[src/rtl/decoder_n_hold_if.sv]
// decoder_n_hold_if
//   Groups the code-in handshake and the decoded-select outputs of
//   decoder_n_hold into one bundle.
//   Signals:
//     in_valid  : source -> block, in_code is valid this cycle
//     in_ready  : block -> source, a code can be accepted this cycle
//     in_code   : source -> block, binary code (IN_W bits)
//     out_valid : block -> consumer, out_data holds a decoded value
//     out_data  : block -> consumer, decoded select vector (1<<IN_W bits)
//     out_busy  : block -> consumer, high while a code is being held
//   Modports: master = code source / consumer side, slave = decoder side.
interface decoder_n_hold_if #(
  parameter int IN_W = 3
) ();
  localparam int OUT_W = 1 << IN_W;

  logic             in_valid;
  logic             in_ready;
  logic [IN_W-1:0]  in_code;
  logic             out_valid;
  logic [OUT_W-1:0] out_data;
  logic             out_busy;

  modport master (
    output in_valid, in_code,
    input  in_ready, out_valid, out_data, out_busy
  );

  modport slave (
    input  in_valid, in_code,
    output in_ready, out_valid, out_data, out_busy
  );
endinterface

[src/rtl/decoder_n_hold.sv]
// decoder_n_hold
//   Registered binary-to-one-hot / thermometer decoder with a valid/ready
//   input handshake. Every accepted code is decoded into out_data and held
//   stable, with out_valid high, for exactly HOLD_CYC cycles.
//   Parameters:
//     IN_W     : input code width, output width is 1<<IN_W
//     HOLD_CYC : hold time in cycles per accepted code (1..65535)
//     OUT_MODE : 0 = one-hot, 1 = thermometer
//   Ports:
//     sys_clk   : system clock, rising edge
//     sys_rst_n : asynchronous active-low reset
//     bus       : decoder_n_hold_if.slave (handshake + decoded outputs)
//   Build option:
//     DECODER_N_HOLD_RETRIG_EN : when defined, a new code may be accepted
//     while holding; it replaces the held value and restarts the hold time.
module decoder_n_hold #(
  parameter int IN_W     = 3,
  parameter int HOLD_CYC = 4,
  parameter int OUT_MODE = 0
) (
  input  logic             sys_clk,
  input  logic             sys_rst_n,
  decoder_n_hold_if.slave  bus
);
  localparam int OUT_W     = 1 << IN_W;
  localparam int CNT_W_RAW = $clog2(HOLD_CYC + 1);
  localparam int CNT_W     = (CNT_W_RAW < 1) ? 1 : CNT_W_RAW;
  localparam logic [CNT_W-1:0] CNT_LOAD = CNT_W'(HOLD_CYC - 1);

  typedef enum logic {
    IDLE = 1'b0,
    HOLD = 1'b1
  } state_t;

  state_t           r_state;
  state_t           w_state_nxt;
  logic [CNT_W-1:0] r_cnt;
  logic [CNT_W-1:0] w_cnt_nxt;
  logic [OUT_W-1:0] r_data;
  logic [OUT_W-1:0] w_data_nxt;
  logic             w_ready;
  logic             w_accept;

  // Thermometer is formed one bit wider than the output so that the top
  // code (2<<code overflowing OUT_W) still yields all ones after truncation.
  function automatic logic [OUT_W-1:0] decode(input logic [IN_W-1:0] code);
    if (OUT_MODE != 0)
      decode = OUT_W'(((OUT_W+1)'(2) << code) - (OUT_W+1)'(1));
    else
      decode = OUT_W'(1) << code;
  endfunction

  // in_ready is forced low while reset is asserted so no code is taken
  // across the reset release edge.
`ifdef DECODER_N_HOLD_RETRIG_EN
  assign w_ready = sys_rst_n;
`else
  assign w_ready = sys_rst_n && (r_state == IDLE);
`endif

  assign w_accept = bus.in_valid && w_ready;

  always_comb begin
    w_state_nxt = r_state;
    w_cnt_nxt   = r_cnt;
    w_data_nxt  = r_data;
    case (r_state)
      IDLE: begin
        if (w_accept) begin
          w_state_nxt = HOLD;
          w_cnt_nxt   = CNT_LOAD;
          w_data_nxt  = decode(bus.in_code);
        end
      end
      HOLD: begin
`ifdef DECODER_N_HOLD_RETRIG_EN
        // A new code restarts the hold; this takes priority over expiry.
        if (w_accept) begin
          w_cnt_nxt  = CNT_LOAD;
          w_data_nxt = decode(bus.in_code);
        end else
`endif
        if (r_cnt != '0) begin
          w_cnt_nxt = r_cnt - CNT_W'(1);
        end else begin
          w_state_nxt = IDLE;
          w_data_nxt  = '0;
        end
      end
      default: begin
        w_state_nxt = IDLE;
        w_cnt_nxt   = '0;
        w_data_nxt  = '0;
      end
    endcase
  end

  always_ff @(posedge sys_clk or negedge sys_rst_n) begin
    if (!sys_rst_n) begin
      r_state <= IDLE;
      r_cnt   <= '0;
      r_data  <= '0;
    end else begin
      r_state <= w_state_nxt;
      r_cnt   <= w_cnt_nxt;
      r_data  <= w_data_nxt;
    end
  end

  // out_valid follows the state register directly, so an asynchronous
  // reset clears it at once together with out_data.
  assign bus.in_ready  = w_ready;
  assign bus.out_valid = (r_state == HOLD);
  assign bus.out_busy  = (r_state == HOLD);
  assign bus.out_data  = r_data;
endmodule
[src/flat_wrapper.sv]
// flat-port wrapper written by rule: the top's interface ports become plain ports
module decoder_n_hold_flat 
#(
  parameter int IN_W     = 3,
  parameter int HOLD_CYC = 4,
  parameter int OUT_MODE = 0
)
  (sys_clk, sys_rst_n, bus_in_valid, bus_in_code, bus_in_ready, bus_out_valid, bus_out_data, bus_out_busy);
  decoder_n_hold_if #(.IN_W(IN_W)) bus_i ();
  input  logic sys_clk;
  input  logic sys_rst_n;
  input wire logic [$bits(bus_i.in_valid)-1:0] bus_in_valid;
  input wire logic [$bits(bus_i.in_code)-1:0] bus_in_code;
  output wire logic [$bits(bus_i.in_ready)-1:0] bus_in_ready;
  output wire logic [$bits(bus_i.out_valid)-1:0] bus_out_valid;
  output wire logic [$bits(bus_i.out_data)-1:0] bus_out_data;
  output wire logic [$bits(bus_i.out_busy)-1:0] bus_out_busy;
  assign bus_i.in_valid = bus_in_valid;
  assign bus_i.in_code = bus_in_code;
  assign bus_in_ready = bus_i.in_ready;
  assign bus_out_valid = bus_i.out_valid;
  assign bus_out_data = bus_i.out_data;
  assign bus_out_busy = bus_i.out_busy;
  decoder_n_hold #(.IN_W(IN_W), .HOLD_CYC(HOLD_CYC), .OUT_MODE(OUT_MODE)) u_core (.sys_clk(sys_clk), .sys_rst_n(sys_rst_n), .bus(bus_i));
endmodule
[config.mk]
export PLATFORM = sky130hd
export DESIGN_NAME = decoder_n_hold_flat
export DESIGN_NICKNAME = d
export VERILOG_FILES = /design/src/rtl/decoder_n_hold_if.sv /design/src/rtl/decoder_n_hold.sv /design/src/flat_wrapper.sv
export SDC_FILE = /design/constraint.sdc
export NUM_CORES = 1
export LEC_CHECK = 0
export CORE_MARGIN = 8
export CORE_UTILIZATION = 44
export CTS_CLUSTER_DIAMETER = 120
export DETAILED_ROUTE_END_ITERATION = 16
export PLACE_DENSITY = 0.75
export SLEW_MARGIN = 15
export SYNTH_ARGS = -nofsm -noshare
export SYNTH_HDL_FRONTEND = slang
export SYNTH_SLANG_ARGS = --single-unit
[constraint.sdc]
create_clock -name sys_clk -period 1.63 [get_ports sys_clk]
set_input_delay 0.326 -clock sys_clk [delete_from_list [all_inputs] [get_ports sys_clk]]
set_output_delay 0.326 -clock sys_clk [all_outputs]
set_load 0.1 [all_outputs]
==> results of run 1 <==
[sequential cells by signal, summed over array words and instances, names as in the netlist]
signal               cells
u_core.bus.out_busy      1
u_core.bus.out_data      8
u_core.r_cnt             3
[critical path, stage by stage]
cell and delay (ps):
clkdlybuf4s50_1 560, nor2b_4 200, buf_12 180
[cell usage after synthesis, types with 2 or more instances]
master	instances
ha_1	2
dfrtp_1	12
buf_4	2
nand3_1	4
inv_1	3
nor2_1	4
o41ai_1	3
nand2b_1	4
mux2_2	6
[cell type report]
cell class	count	area (um^2)
clock buffers	4	36.3
multi-input cells	35	280
repair buffers	19	293
fillers	77	342
inverters	3	11.3
well taps	15	18.8
flip-flops and latches	12	304
[cell families (layout without fill, tap and decap cells)]
family	Yosys count	in the layout
buf+inv	5	26
simple gates	20	20
fa+ha+maj	2	2
mux	6	6
flops	12	12
compound gates	7	7
[stage by stage]
step | instances | util
CTS | 88 | 0.734
global route | 88 | 0.734
detailed placement | 84 | 0.706
finish | 88 | 0.734
floorplan | 52 | -
global placement | 84 | 0.706
[routing by layer]
layer | track usage | part of all wire | vias up
li1 | - | - | 228
met1 | 0.126 | 0.45 | 212
met2 | 0.162 | 0.48 | 11
met3 | 0.0364 | 0.061 | 4
met4 | 0.0259 | 0.014 | 0
met5 | 0 | 0 | -
[final timing paths]
path,from,to,slack [ps],depth (start not counted)
max,sys_rst_n,bus_in_ready,40,3
min,sys_rst_n,u_core.bus.out_data[1]$_DFFE_PN0P_,460,2
max reg2reg,u_core.r_cnt[0]$_DFFE_PN0P_,u_core.bus.out_data[0]$_DFFE_PN0P_,100,5
min reg2reg,u_core.r_cnt[1]$_DFFE_PN0P_,u_core.r_cnt[1]$_DFFE_PN0P_,550,2
max in group asynchronous,sys_rst_n,u_core.bus.out_busy$_DFF_PN0_,1030,2
min in group sys_clk,u_core.r_cnt[1]$_DFFE_PN0P_,u_core.r_cnt[1]$_DFFE_PN0P_,550,2
==> out/metrics.yaml, run 1 <==
outcome: "complete, no violations"
maxSlewViolCount: 0
cp-start-kind: "input port"
skew_ps: 2.12
syn-cell-area_um2: 599
yosysSeqAreaShare: 0.501
io_pins: 17
fin_crit_sh: 0.975
place_hpwl_um: 1020
path_class: "in -> out"
htree_levels: 1
max-cap-violations: 0
core_area_mm2: 0.00128
drt-vias-per-instance: 5.17
synthTopCellsByArea: "dfrtp_1 50%, mux2_2 11%, o41ai_1 4.4%"
num_vias: 455
cp_data_required_time_ps: 1300
design.die.area_mm2: 0.00280
path_max_fanout: 4
yosys.area_share.simple: 0.203
antenna_found_initial: 0
drt_iter0_drc: 7
yosys-mux-area-fraction: 0.113
dp_slack_ps: 8.61
nets: 82
num_rows: 13
postCtsSetupBuffers: 0
synth_compound_area_frac: 0.0981
setup_tns_ps: 0
die_w_um: 52.9
synth_edf_count: 0
antennaDiodeCount: 0
avgSynthCellArea_um2: 11.5
synth_top_cell_area_share: 0.501
arrival_ps: 1260
place_area_um2: 907
dr.pass1.iters: 3
fmax_mhz: 629
tightest_slew_ps: 288
setup_viol: 0
cts_resized: 0
yosys_most_used_dff: "dfrtp_1"
async_flop_share: 1.00
drive_above_1_share: 0.397
synth_fa_ha_area_frac: 0.0418
start_util: 0.466
endpoint_kind: "output port"
final_cell_mix: "11 x buf_12, 11 x dfrtp_1, 6 x mux2_2, 5 x clkdlybuf4s50_1"
cts-root-buf: "clkbuf_4"
grt_overflow: 0
io_buffers: 16
die-height_um: 52.9
clkSlewWorstSetupHoldPaths_ps: 80
drc: 0
synth.ff_latch_count: 12
fin_ws_ps: 40.1
place.gp.congestion: 0.779
relSlewSlack: 0.806
postCtsHoldBufs: 0
synth_cell_types: 21
synth_nets: 60
grt_pass1_vias: 466
cts_tree: "done"
numClockSinks: 12
synthXorXnorAreaFrac: 0
period_minus_slack_ps: 1590
routed_wl_um: 1290
hp-class: "in -> async"
final_cell_area_um2: 943
grtUsageTotal: 0.101
synth_top_family_by_area: "simple AND/OR/NAND/NOR gates"
rsz0062_at_grt: "false"
grt_pass1_wl_um: 2120
grt_max_degree: 15
hold_violations: 0
clk_latency_ps: 270
numCtsBuffers: 3
area_growth_syn_to_layout_pct: 57.4
post-synth-top-area-cell: "dfrtp_1"
antenna_left: 0
wl_per_cell_um: 14.7
whs_ps: 464
yosys_warnings: 0
clockBufferDepth: 2
synthCells: 52
Power of run 1 is left out: the tool's default activity adds up to more than one toggle a clock period on the data nets, which glitch-free logic cannot reach.
==> run 2: changes to the inputs <==
--- a/config.mk
+++ b/config.mk
@@ -5,11 +5,10 @@
 export SDC_FILE = /design/constraint.sdc
 export NUM_CORES = 1
 export LEC_CHECK = 0
-export CORE_MARGIN = 8
-export CORE_UTILIZATION = 44
+export CORE_UTILIZATION = 40
 export CTS_CLUSTER_DIAMETER = 120
 export DETAILED_ROUTE_END_ITERATION = 16
-export PLACE_DENSITY = 0.75
+export PLACE_DENSITY = 0.72
 export SLEW_MARGIN = 15
 export SYNTH_ARGS = -nofsm -noshare
 export SYNTH_HDL_FRONTEND = slang
==> constraint.sdc (replaced) <==
create_clock -name sys_clk -period 1.4 [get_ports sys_clk]
set_input_delay 0.28 -clock sys_clk [delete_from_list [all_inputs] [get_ports sys_clk]]
set_output_delay 0.28 -clock sys_clk [all_outputs]
set_load 0.1 [all_outputs]
==> run 2 against run 1 <==
Net effect:
- the flow now finishes with violations (negative setup slack)
- critical path depth stayed put
- hold slack got worse by 290 ps
- routed wire length increased by 4.2%
- sequential share of layout area is 2.7 points lower
- register-to-register slack got worse by 140 ps
- final cell count up 5.7%
- non-clock buffer count increased by 5
- utilization increased by 2.9 points
==> out/metrics.yaml, run 2 (synthesis results as in run 1) <==
outcome: "finished with violations"  # was complete, no violations
violations: "negative setup slack"
wl_met1_um: 622  # was 577 um
place_hpwl_um: 942  # was 1020 um
antenna_found_initial: 0  # unchanged
clkSlewWorstSetupHoldPaths_ps: 80  # about the same
place_area_um2: 942  # was 907 um^2
grt_overflow: 0  # unchanged
largest_reg_flops: 8  # unchanged
drc: 0  # unchanged
ff2ff_path_depth: 4  # was 5
antennaDiodeCount: 0  # unchanged
fin_util: 0.763  # was 0.734
htree_levels: 1  # unchanged
routed_wl_um: 1350  # was 1290 um
numCtsBuffers: 3  # unchanged
start_util: 0.444  # was 0.466
cp_data_required_time_ps: 1120  # was 1300 ps
fin_ws_ps: -87.6  # was 40.1 ps
fmax_mhz: 672
p_per_area_mw_per_mm2: 2590
period_minus_slack_ps: 1490
place.gp.congestion: 0.772  # was 0.779
area_growth_syn_to_layout_pct: 71.8  # was 57.4%
hold_violations: 0  # unchanged
whs_ps: 174  # was 464 ps
final_cell_mix: "11 x buf_12, 11 x dfrtp_1, 7 x buf_4"  # was 11 x buf_12, 11 x dfrtp_1, 6 x mux2_2, 5 x clkdlybuf4s50_1
design.die.area_mm2: 0.00166  # was 0.00280 mm^2
grt_pass1_wl_um: 2020  # was 2120 um
io_pins: 17  # unchanged
met2WireLength_um: 664  # was 617 um
rsz0062_at_grt: "true"  # was false
die_w_um: 40.7  # was 52.9 um
cp-start-kind: "register"  # was input port
routed.top_layer: "met4"  # unchanged
grtUsageTotal: 0.200  # was 0.101
maxSlewViolCount: 0  # unchanged
core_area_mm2: 0.00135  # was 0.00128 mm^2
final_cell_area_mm2: 0.00103  # was 943 um^2
grt_max_degree: 13  # was 15
wl_met3_um: 37  # was 79 um
fin_crit_sh: 1.06
cts_tree: "done"  # unchanged
numClockSinks: 12  # unchanged
p_leak_uw: 0.000502
clockBufferDepth: 2  # unchanged
ir_worst_vdd_v: 0.00158
drive_above_1_share: 0.474  # was 0.397
num_rows: 13  # unchanged
antenna_left: 0  # unchanged
cts-root-buf: "clkbuf_4"  # unchanged
die-height_um: 40.7  # was 52.9 um
wl_per_cell_um: 14.5  # was 14.7 um
max-cap-violations: 0  # unchanged
grt_pass1_vias: 465  # was 466
relSlewSlack: 0.808  # was 0.806
setup_viol: 11  # was 0
path_class: "reg -> out"  # was in -> out
drt_iter0_drc: 5  # was 7
path_max_fanout: 3  # was 4
clk_latency_ps: 270  # about the same
dr.pass1.iters: 3  # unchanged
arrival_ps: 1210  # was 1260 ps
tightest_slew_ps: 287  # was 288 ps
hp-class: "in -> async"  # unchanged
num_vias: 486  # was 455
endpoint_kind: "output port"  # unchanged
nets: 87  # was 82
postCtsHoldBufs: 0  # unchanged
skew_ps: 3.86  # was 2.12 ps
drt-vias-per-instance: 5.23  # was 5.17
io_buffers: 16  # unchanged
-- run 2: path summary, 6_finish.rpt --
path                                                            to  slack, ps                          start
worst max-delay path                                  bus_in_ready        -90  u_core.bus.out_busy$_DFF_PN0_
worst min-delay path            u_core.bus.out_data[6]$_DFFE_PN0P_        170                      sys_rst_n
worst max register to register  u_core.bus.out_data[0]$_DFFE_PN0P_        -40  u_core.bus.out_busy$_DFF_PN0_
worst min register to register         u_core.r_cnt[1]$_DFFE_PN0P_        550    u_core.r_cnt[1]$_DFFE_PN0P_
max in group asynchronous            u_core.bus.out_busy$_DFF_PN0_       1050                      sys_rst_n
min in group sys_clk            u_core.bus.out_data[3]$_DFFE_PN0P_        530                      sys_rst_n
-- run 2: where the power goes --
part           switching (uW)  internal (uW)  leakage (uW)  total [uW]
Clock                     123            158     0.0000210         281
Sequential               99.9            473      0.000155         573
Combinational            1080            726      0.000326        1810
-- run 2: layout make-up --
class,instances,area (um^2)
Fill cell,85,320
Inverter,3,11.3
Clock buffer,4,36.3
Sequential cell,12,304
Tap cell,15,18.8
Multi-Input combinational cell,35,327
Timing Repair Buffer,24,333
-- run 2: what timing repair did --
action | 4_1_cts | 5_1_grt
setup buffers | 3 | 0
pin swaps | 0 | 1
endpoints found under the setup margin | 3 | 13
cloned | 0 | 0
gates resized for setup | 4 | 3
hold endpoints to repair | 0 | 0
-- run 2: critical path, cell delays in order, from the launching register on --
cell and delay (ps):
dfrtp_4 480, buf_6 130, nor2b_4 140, buf_12 180
-- run 2: layer usage --
layer	GRT usage	vias to the layer above
met1	0.248	230
met4	0.125	0
met3	0.0326	2
li1	-	241
met5	0	-
met2	0.321	13
-- run 2: through the flow --
| step | instances | setup TNS [ps] | setup WS (ps) | power (uW) |
|---|---|---|---|---|
| global placement | 86 | -857 | -118 | 2250 |
| CTS | 93 | -214 | -78.8 | 2650 |
| detailed placement | 86 | -1120 | -159 | 2270 |
| floorplan | 52 | -260 | -179 | 1700 |
| finish | 93 | -284 | -87.6 | 2660 |
| global route | 93 | -650 | -115 | 2780 |
Power figures use the tool's default switching activity.
